==> src/rtl/pulse_ctrl_pkg.sv <==
// Shared definitions for the pulse/counter control register block and the
// sequencer that drives it: register addresses, bit positions and FSM states.
package pulse_ctrl_pkg;

    localparam logic [9:0] CTRL_ADDR   = 10'h000;
    localparam logic [9:0] STATUS_ADDR = 10'h004;

    localparam int PULSE_EN_BIT  = 0;
    localparam int COUNT_CLR_BIT = 1;
    localparam int OVF_BIT       = 3;
    localparam int COUNT_MSB     = 2;
    localparam int COUNT_LSB     = 0;

    typedef enum logic [3:0] {
        ST_IDLE,
        ST_CLR_SET,
        ST_CLR_REL,
        ST_OVF_CLR,
        ST_PULSE,
        ST_GAP,
        ST_STATUS,
        ST_ABORT,
        ST_DONE
    } state_e;

endpackage

==> src/rtl/pulse_burst_sequencer.sv <==
// Bus master that optionally clears the pulse counter, issues a burst of
// pulse-enable writes separated by a fixed idle gap, then reads back status.
module pulse_burst_sequencer
    import pulse_ctrl_pkg::*;
#(
    parameter int BURST_W    = 8,
    parameter int GAP_CYCLES = 2
) (
    input  logic               clk,
    input  logic               rst,
    input  logic               start,
    input  logic [BURST_W-1:0] burst_len,
    input  logic               clr_first,
    input  logic               abort,
    output logic               busy,
    output logic               done,
    output logic               aborted,
    output logic [2:0]         final_count,
    output logic               overflow_seen,
    output logic               reg_wr_en,
    output logic               reg_rd_en,
    output logic [9:0]         reg_addr,
    output logic [31:0]        reg_wdata,
    input  logic [31:0]        reg_rdata
);

    generate
        if (GAP_CYCLES < 1 || GAP_CYCLES > 15) begin : g_bad_gap
            $error("pulse_burst_sequencer: GAP_CYCLES must be in 1..15");
        end
    endgenerate

    // Timer counts down to zero, so loading G-1 yields exactly G idle cycles.
    localparam logic [3:0] GAP_INIT = 4'(GAP_CYCLES - 1);

    state_e             state_q, state_d;
    logic [BURST_W-1:0] remaining_q, remaining_d;
    logic [3:0]         gap_q, gap_d;
    logic               aborted_q, aborted_d;
    logic [2:0]         final_count_q, final_count_d;
    logic               overflow_q, overflow_d;
    logic               abortable;

    // Only the low status bits carry information.
    logic unused_rdata;
    assign unused_rdata = &{1'b0, reg_rdata[31:4]};

    always_comb begin
        state_d       = state_q;
        remaining_d   = remaining_q;
        gap_d         = gap_q;
        aborted_d     = aborted_q;
        final_count_d = final_count_q;
        overflow_d    = overflow_q;
        abortable     = 1'b0;

        case (state_q)
            ST_IDLE: begin
                if (start) begin
                    remaining_d = burst_len;
                    aborted_d   = 1'b0;
                    if (burst_len == '0) begin
                        state_d = ST_DONE;
                    end else if (clr_first) begin
                        state_d = ST_CLR_SET;
                    end else begin
                        state_d = ST_PULSE;
                    end
                end
            end
            ST_CLR_SET: begin
                abortable = 1'b1;
                state_d   = ST_CLR_REL;
            end
            ST_CLR_REL: begin
                abortable = 1'b1;
                state_d   = ST_OVF_CLR;
            end
            ST_OVF_CLR: begin
                abortable = 1'b1;
                state_d   = ST_PULSE;
            end
            ST_PULSE: begin
                abortable   = 1'b1;
                remaining_d = remaining_q - 1'b1;
                gap_d       = GAP_INIT;
                state_d     = ST_GAP;
            end
            ST_GAP: begin
                abortable = 1'b1;
                if (gap_q == 4'd0) begin
                    state_d = (remaining_q != '0) ? ST_PULSE : ST_STATUS;
                end else begin
                    gap_d = gap_q - 4'd1;
                end
            end
            ST_STATUS: begin
                final_count_d = reg_rdata[COUNT_MSB:COUNT_LSB];
                overflow_d    = reg_rdata[OVF_BIT];
                state_d       = ST_DONE;
            end
            ST_ABORT: begin
                aborted_d = 1'b1;
                state_d   = ST_DONE;
            end
            ST_DONE: begin
                state_d = ST_IDLE;
            end
            default: begin
                state_d = ST_IDLE;
            end
        endcase

        if (abortable && abort) begin
            state_d = ST_ABORT;
        end
    end

    always_ff @(posedge clk) begin
        if (rst) begin
            state_q       <= ST_IDLE;
            remaining_q   <= '0;
            gap_q         <= 4'd0;
            aborted_q     <= 1'b0;
            final_count_q <= 3'd0;
            overflow_q    <= 1'b0;
        end else begin
            state_q       <= state_d;
            remaining_q   <= remaining_d;
            gap_q         <= gap_d;
            aborted_q     <= aborted_d;
            final_count_q <= final_count_d;
            overflow_q    <= overflow_d;
        end
    end

    // Bus port is a pure decode of the registered state.
    always_comb begin
        reg_wr_en = 1'b0;
        reg_rd_en = 1'b0;
        reg_addr  = 10'h000;
        reg_wdata = 32'h0;
        case (state_q)
            ST_CLR_SET: begin
                reg_wr_en                = 1'b1;
                reg_addr                 = CTRL_ADDR;
                reg_wdata[COUNT_CLR_BIT] = 1'b1;
            end
            ST_CLR_REL, ST_ABORT: begin
                reg_wr_en = 1'b1;
                reg_addr  = CTRL_ADDR;
            end
            ST_OVF_CLR: begin
                reg_wr_en = 1'b1;
                reg_addr  = STATUS_ADDR;
            end
            ST_PULSE: begin
                reg_wr_en               = 1'b1;
                reg_addr                = CTRL_ADDR;
                reg_wdata[PULSE_EN_BIT] = 1'b1;
            end
            ST_STATUS: begin
                reg_rd_en = 1'b1;
                reg_addr  = STATUS_ADDR;
            end
            default: begin
                reg_wr_en = 1'b0;
            end
        endcase
    end

    assign busy          = (state_q != ST_IDLE);
    assign done          = (state_q == ST_DONE);
    assign aborted       = aborted_q;
    assign final_count   = final_count_q;
    assign overflow_seen = overflow_q;

endmodule

==> config.mk <==
export PLATFORM = sky130hd
export DESIGN_NAME = pulse_burst_sequencer
export DESIGN_NICKNAME = d
export VERILOG_FILES = /design/src/rtl/pulse_ctrl_pkg.sv /design/src/rtl/pulse_burst_sequencer.sv
export SDC_FILE = /design/constraint.sdc
export NUM_CORES = 1
export LEC_CHECK = 0
export CAP_MARGIN = 40
export CORE_UTILIZATION = 37
export DETAILED_ROUTE_END_ITERATION = 6
export GPL_ROUTABILITY_DRIVEN = 0
export PLACE_DENSITY = 0.92
export SLEW_MARGIN = 0
export SYNTH_ARGS = -nofsm -noshare
export SYNTH_HDL_FRONTEND = slang
export SYNTH_SLANG_ARGS = --single-unit
==> constraint.sdc <==
create_clock -name clk -period 2.3 [get_ports clk]
set_input_delay 0.345 -clock clk [delete_from_list [all_inputs] [get_ports clk]]
set_output_delay 0.345 -clock clk [all_outputs]
set_load 0.005 [all_outputs]
==> flow_summary.json, run 1 <==
{
  "result_of_the_run": "finished, final reports clean",
  "actual_slew_at_the_worst_max_slew_pin_ns": 0.6179,
  "die_h_microns": 66.23,
  "total_power_uw": 1870,
  "clkTransAtPathRegs_ns": 0.08,
  "hold_ws_ns": 0.4900,
  "io_buffers": 28,
  "die_area_sq_um": 4386,
  "post_route_cells_drive_above_1_share_pct": 8.372,
  "die_w_microns": 66.23,
  "finalMaxSlewViolations": 0,
  "p_leak_uw": 0.0007443,
  "yosysWarnings": 0,
  "post-dp-hpwl_microns": 2475,
  "synthesized_instance_count": 186,
  "drt-total-wl_microns": 3139,
  "post-route-period-util_pct": 96.49,
  "drt-wirelength-per-cell_microns": 11.94,
  "rr_worst_depth": 6,
  "synth_area_leader_cell": "sky130_fd_sc_hd__dfxtp_1",
  "clock_tree.htree_level_count": 1,
  "startpoint_type": "flip-flop",
  "rr_startpoint": "state_q[2]$_SDFFE_PP0P_",
  "grt.total_usage_pct": 15.14,
  "timing.critical_path.to_type": "output pin",
  "vias_per_cell": 4.966,
  "synth.cells.most_frequent": "sky130_fd_sc_hd__buf_4 (39), sky130_fd_sc_hd__dfxtp_1 (21), sky130_fd_sc_hd__nor2_1 (12)",
  "hold_viol_final": 0,
  "cts_buffers": 3,
  "tritoncts": "built",
  "cap_viol_max_count": 0,
  "insertion_delay_to_the_later_sink_of_the_worst_skew_pair_ns": 0.26,
  "synth_flop_cell": "sky130_fd_sc_hd__dfxtp_1",
  "initial_core_utilization_pct": 40.18,
  "globalRoute.totalOverflow": 0,
  "layout.nets": 264,
  "fraction_of_registers_with_async_set_reset_pct": 0,
  "ys_top_cells_by_area": "sky130_fd_sc_hd__dfxtp_1 (28%), sky130_fd_sc_hd__buf_4 (19%), sky130_fd_sc_hd__nor3_1 (3.0%)",
  "dp.cells": 259,
  "powerDensity_nw_per_um2": 1055,
  "hold_path_startpoint": "remaining_q[6]$_SDFFE_PP0P_",
  "ant_nets": 0,
  "reg2reg_slack_ns": 0.45,
  "core_area_sq_um": 3799,
  "critPathKind": "reg2out",
  "remaining_drc_errors": 0,
  "antenna_violations_before_repair": 0,
  "synthMostInstantiatedCell": "sky130_fd_sc_hd__buf_4",
  "grt_pass1_vias": 1135,
  "stdcell_count": 263,
  "cts-root-to-sink-buffers": 2,
  "finalSetupViolations": 0,
  "worstSetupStartpoint": "state_q[2]$_SDFFE_PP0P_",
  "grt_start_max_net_pins": 19,
  "insertedDiodeCount": 0,
  "crit-reg2reg-capture": "remaining_q[5]$_SDFFE_PP0P_",
  "worst_ep_required_time_ns": 1.96,
  "ys_ff_latch": 21,
  "io-pin-count": 96,
  "cts-resized-gates": 0,
  "critPathMaxFanout": 9,
  "layout-area-overhead-vs-synth_pct": 16.07,
  "critical_path_at_ns": 1.87,
  "finalCriticalPeriod_ns": 2.219,
  "grt_pass1_wl_microns": 5112,
  "power.ir.vdd_worst_uv": 658.0,
  "grt_setup_unrepaired": "false",
  "worstHoldPathType": "reg2reg",
  "number_of_synthesized_flops_with_an_enable_pin": 0,
  "fp-row-count": 22,
  "setup_tns_ns": 0,
  "hold-path-cell-count": 2,
  "finClkSkew_ns": 0.004984,
  "max_freq_mhz": 450.6,
  "cts_sinks": 21,
  "synth_largest_type_area_fraction_pct": 27.54,
  "synth_area_per_cell_sq_um": 8.207,
  "timing.hold.worst_endpoint": "remaining_q[6]$_SDFFE_PP0P_",
  "cts_post_setup_buffers_inserted": 0,
  "cts-hold-fix-buffers": 0,
  "drtPass1Iterations": 5,
  "synth_area_sq_um": 1526,
  "routed-via-count": 1306,
  "synthDistinctLibCells": 47,
  "slew_headroom_pct": 58.43,
  "initialDrtViolationCount": 72,
  "clockRootBuffer": "sky130_fd_sc_hd__clkbuf_8",
  "seq_area_frac_synth_pct": 27.54
}
-- through the flow --
| stage | utilization (%) | setup slack (ns) | instance area (sq um) |
|---|---|---|---|
| 2_1_floorplan | - | 0.7099 | 1669 |
| 3_3_place_gp | 45.42 | 0.3350 | 1725 |
| 3_5_place_dp | 45.42 | 0.3245 | 1725 |
| 4_1_cts | 46.64 | 0.08891 | 1772 |
| 5_1_grt | 46.64 | 0.01483 | 1772 |
| 6_report | 46.64 | 0.08076 | 1772 |
-- cell type report --
| cell class | count | area [sq um] |
|---|---|---|
| fill | 393 | 2027 |
| multi-input combinational | 144 | 867.1 |
| sequential | 21 | 420.4 |
| timing repair buffer | 36 | 340.3 |
| tap | 48 | 60.06 |
| clock buffer | 3 | 41.29 |
| inverter | 10 | 37.54 |
| clock inverter | 1 | 5.005 |
-- layer usage --
metal  vias up  part of all wire, %  GRT usage [%]  wire length, microns
li1        634                    -              -                     -
met1       598                   42          19.52                  1306
met2        70                   50          25.77                  1563
met3         4                  7.9          3.103                   247
met4         0                 0.67          3.191                    21
met5         -                    0              0                     0
-- report_power, final --
group / internal [uW] / total, uW / switching (uW)
logic: 516 / 1040 / 529
registers: 464 / 584 / 120
clock network: 121 / 241 / 120
total: 1100 / 1870 / 769
-- worst max path at each step --
stage	end	slack [ns]
floorplan	state_q[1]$_SDFFE_PP0P_	0.71
global placement	state_q[0]$_SDFFE_PP0P_	0.33
detailed placement	state_q[0]$_SDFFE_PP0P_	0.32
CTS	reg_wdata[0]	0.09
global route	reg_wdata[0]	0.01
finish	reg_wdata[0]	0.08
-- critical path: stages (launching register included) --
cell and delay, ns:
sky130_fd_sc_hd__dfxtp_1 0.47, sky130_fd_sc_hd__or4b_4 0.56, sky130_fd_sc_hd__inv_2 0.08, sky130_fd_sc_hd__clkdlybuf4s50_1 0.50
-- cells in the final DEF, fill, tap and decap left out, drive strengths merged, types with 5 or more instances in the layout --
cell           count
a211oi             6
a21oi              8
buf                8
clkdlybuf4s50     28
conb              39
dfxtp             21
inv               10
nand2              8
nand3              5
nor2              12
nor3               9
-- logic make-up after synthesis --
logic type,synth area share (%)
xor gates and xnor gates,3.443
and+or+nand+nor,21.31
muxes,3.361
other,0.2457
DFF,27.54
buffers and inverters,25.00
AOI/OAI and AO/OA,16.64
adders and majority gates,2.459
-- state kept, by name, indices dropped and copies added (netlist names) --
| name | flops |
|---|---|
| aborted | 1 |
| final_count | 3 |
| gap_q | 4 |
| overflow_seen | 1 |
| remaining_q | 8 |
| state_q | 4 |
Power figures use the tool's default switching activity.
==> run 2: changes to the inputs <==
SETUP_SLACK_MARGIN = 0.4   (was unset)
==> run 2 against run 1 <==
Net effect: maximum frequency is 17% higher; register-to-register slack better by 0.06 ns; sequential cell count is the same.
==> flow_summary.json, run 2 (synthesis results as in run 1) <==
{
  "largest_register": "remaining_q",
  "reg.largest.list": "remaining_q x8, gap_q x4, state_q x4",
  "top_library_cells_by_usage_in_the_layout_fill_and_taps_aside": "sky130_fd_sc_hd__conb_1 (39), sky130_fd_sc_hd__clkdlybuf4s50_1 (22), sky130_fd_sc_hd__dfxtp_1 (17)",
  "finalCriticalPeriod_ns": 1.898,
  "finClkSkew_ns": 0.007140,
  "post_route_cells_drive_above_1_share_pct": 13.76,
  "timing.critical_path.to_type": "output pin",
  "crit-reg2reg-capture": "state_q[1]$_SDFFE_PP0P_",
  "io_buffers": 28,
  "max_freq_mhz": 526.8,
  "antenna_violations_before_repair": 0,
  "grt_pass1_vias": 1163,
  "slew_headroom_pct": 57.65,
  "clock_tree.htree_level_count": 1,
  "finalSetupViolations": 0,
  "crit_chain": "and3b_2 -> nor2b_4 -> clkdlybuf4s50_1",
  "die_area_sq_um": 4386,
  "tritoncts": "built",
  "post-dp-hpwl_microns": 2475,
  "critical_path_at_ns": 1.55,
  "cap_viol_max_count": 0,
  "power.ir.vdd_worst_uv": 672.7,
  "cts-root-to-sink-buffers": 2,
  "initialDrtViolationCount": 59,
  "ant_nets": 0,
  "rr_worst_depth": 6,
  "drtPass1Iterations": 4,
  "actual_slew_at_the_worst_max_slew_pin_ns": 0.6294,
  "clkTransAtPathRegs_ns": 0.08,
  "slowest_stage": "sky130_fd_sc_hd__clkdlybuf4s50_1",
  "rr_startpoint": "gap_q[0]$_SDFFE_PP0P_",
  "post-route-period-util_pct": 82.53,
  "routed-via-count": 1337,
  "grt_setup_unrepaired": "true",
  "startpoint_type": "flip-flop",
  "fp-row-count": 22,
  "largest_register_ff_count": 8,
  "initial_core_utilization_pct": 40.18,
  "die_w_microns": 66.23,
  "io-pin-count": 96,
  "path_buf_inv": 1,
  "core_area_sq_um": 3799,
  "grt.total_usage_pct": 15.82,
  "p_leak_uw": 0.0008010,
  "hold_path_startpoint": "remaining_q[6]$_SDFFE_PP0P_",
  "grt_pass1_wl_microns": 5299,
  "vias_per_cell": 5.026,
  "worst_ep_required_time_ns": 1.96,
  "grt_start_max_net_pins": 19,
  "worstHoldPathType": "reg2reg",
  "layout.nets": 267,
  "mostFrequentLayoutCell": "sky130_fd_sc_hd__conb_1",
  "timing.hold.worst_endpoint": "remaining_q[6]$_SDFFE_PP0P_",
  "powerDensity_nw_per_um2": 1057,
  "reg2reg_slack_ns": 0.51,
  "fillCellCount": 381,
  "setup_tns_ns": 0,
  "worst_slack_ns": 0.4018,
  "remaining_drc_errors": 0,
  "globalRoute.totalOverflow": 0,
  "layout-area-overhead-vs-synth_pct": 20.57,
  "hold-path-cell-count": 2,
  "cpLargestDelayFamily": "buffers and inverters",
  "insertion_delay_to_the_later_sink_of_the_worst_skew_pair_ns": 0.26,
  "result_of_the_run": "finished, final reports clean",
  "drt-wirelength-per-cell_microns": 12.77,
  "critPathKind": "reg2out",
  "cts_sinks": 21,
  "finalMaxSlewViolations": 0,
  "insertedDiodeCount": 0,
  "cts_buffers": 3,
  "clockRootBuffer": "sky130_fd_sc_hd__clkbuf_8",
  "dp_worst_setup_slack_ns": 0.3245,
  "worst_path_largest_cell_delay_ns": 0.51,
  "critPathMaxFanout": 7,
  "hold_viol_final": 0,
  "die_h_microns": 66.23,
  "drt-total-wl_microns": 3396
}
-- run 2: how the worst max path moves through the flow --
| stage | startpoint | endpoint | slack, ns | depth (start not counted) |
|---|---|---|---|---|
| 2_1_floorplan | gap_q[0]$_SDFFE_PP0P_ | state_q[1]$_SDFFE_PP0P_ | 0.71 | 6 |
| 3_3_place_gp | burst_len[0] | state_q[0]$_SDFFE_PP0P_ | 0.33 | 5 |
| 3_5_place_dp | burst_len[1] | state_q[0]$_SDFFE_PP0P_ | 0.32 | 5 |
| 4_1_cts | state_q[1]$_SDFFE_PP0P_ | reg_rd_en | 0.31 | 3 |
| 5_1_grt | state_q[3]$_SDFFE_PP0P_ | reg_rd_en | 0.34 | 3 |
| 6_report | state_q[3]$_SDFFE_PP0P_ | reg_rd_en | 0.40 | 3 |
-- run 2: metrics by stage --
| step | power (uW) | instances | utilization [%] | instance area [sq um] | hold WS [ns] |
|---|---|---|---|---|---|
| floorplan | 1326 | 224 | - | 1669 | 0.4354 |
| global placement | 1575 | 259 | 45.42 | 1725 | 0.4576 |
| detailed placement | 1619 | 259 | 45.42 | 1725 | 0.4773 |
| CTS | 1880 | 265 | 47.40 | 1800 | 0.4890 |
| global route | 2085 | 266 | 48.45 | 1841 | 0.5335 |
| finish | 1945 | 266 | 48.45 | 1841 | 0.4929 |
-- run 2: metal layers --
metal	part of all wire, %	global-route usage [%]	up-vias
li1	-	-	639
met1	41	20.15	611
met2	49	27.04	79
met3	8.2	3.103	8
met4	1.8	3.989	0
met5	0	0	-
-- run 2: worst min-delay path: cells and delay by family, from the launching register on --
kind	cells	cell delay, ns
AND/OR/NAND/NOR	1	0.06
AO/OA/AOI/OAI	1	0.06
flip-flops	1	0.32
-- run 2: power breakdown --
group | total (uW) | internal, uW | switching (uW) | leakage (uW)
combinational | 1110 | 531 | 579 | 0.000602
clock | 241 | 121 | 120 | 0.0000255
sequential | 594 | 478 | 115 | 0.000174
total | 1950 | 1130 | 815 | 0.000801
-- run 2: timing repair --
action                     in CTS  in global routing
setup endpoints to repair       7                  5
pin swaps                       2                  2
hold endpoints to repair        0                  0
gates resized for setup        14                  8
hold buffers                    0                  0
setup buffers                   2                  1
-- run 2: layout make-up --
cell class / count / area (sq um) / area share, %
Timing Repair Buffer: 39 / 359.1 / 19.51
Clock inverter: 1 / 5.005 / 0.2719
Sequential cell: 21 / 432.9 / 23.52
Multi-Input combinational cell: 144 / 904.6 / 49.15
Tap cell: 48 / 60.06 / 3.263
Clock buffer: 3 / 41.29 / 2.243
Inverter: 10 / 37.54 / 2.039
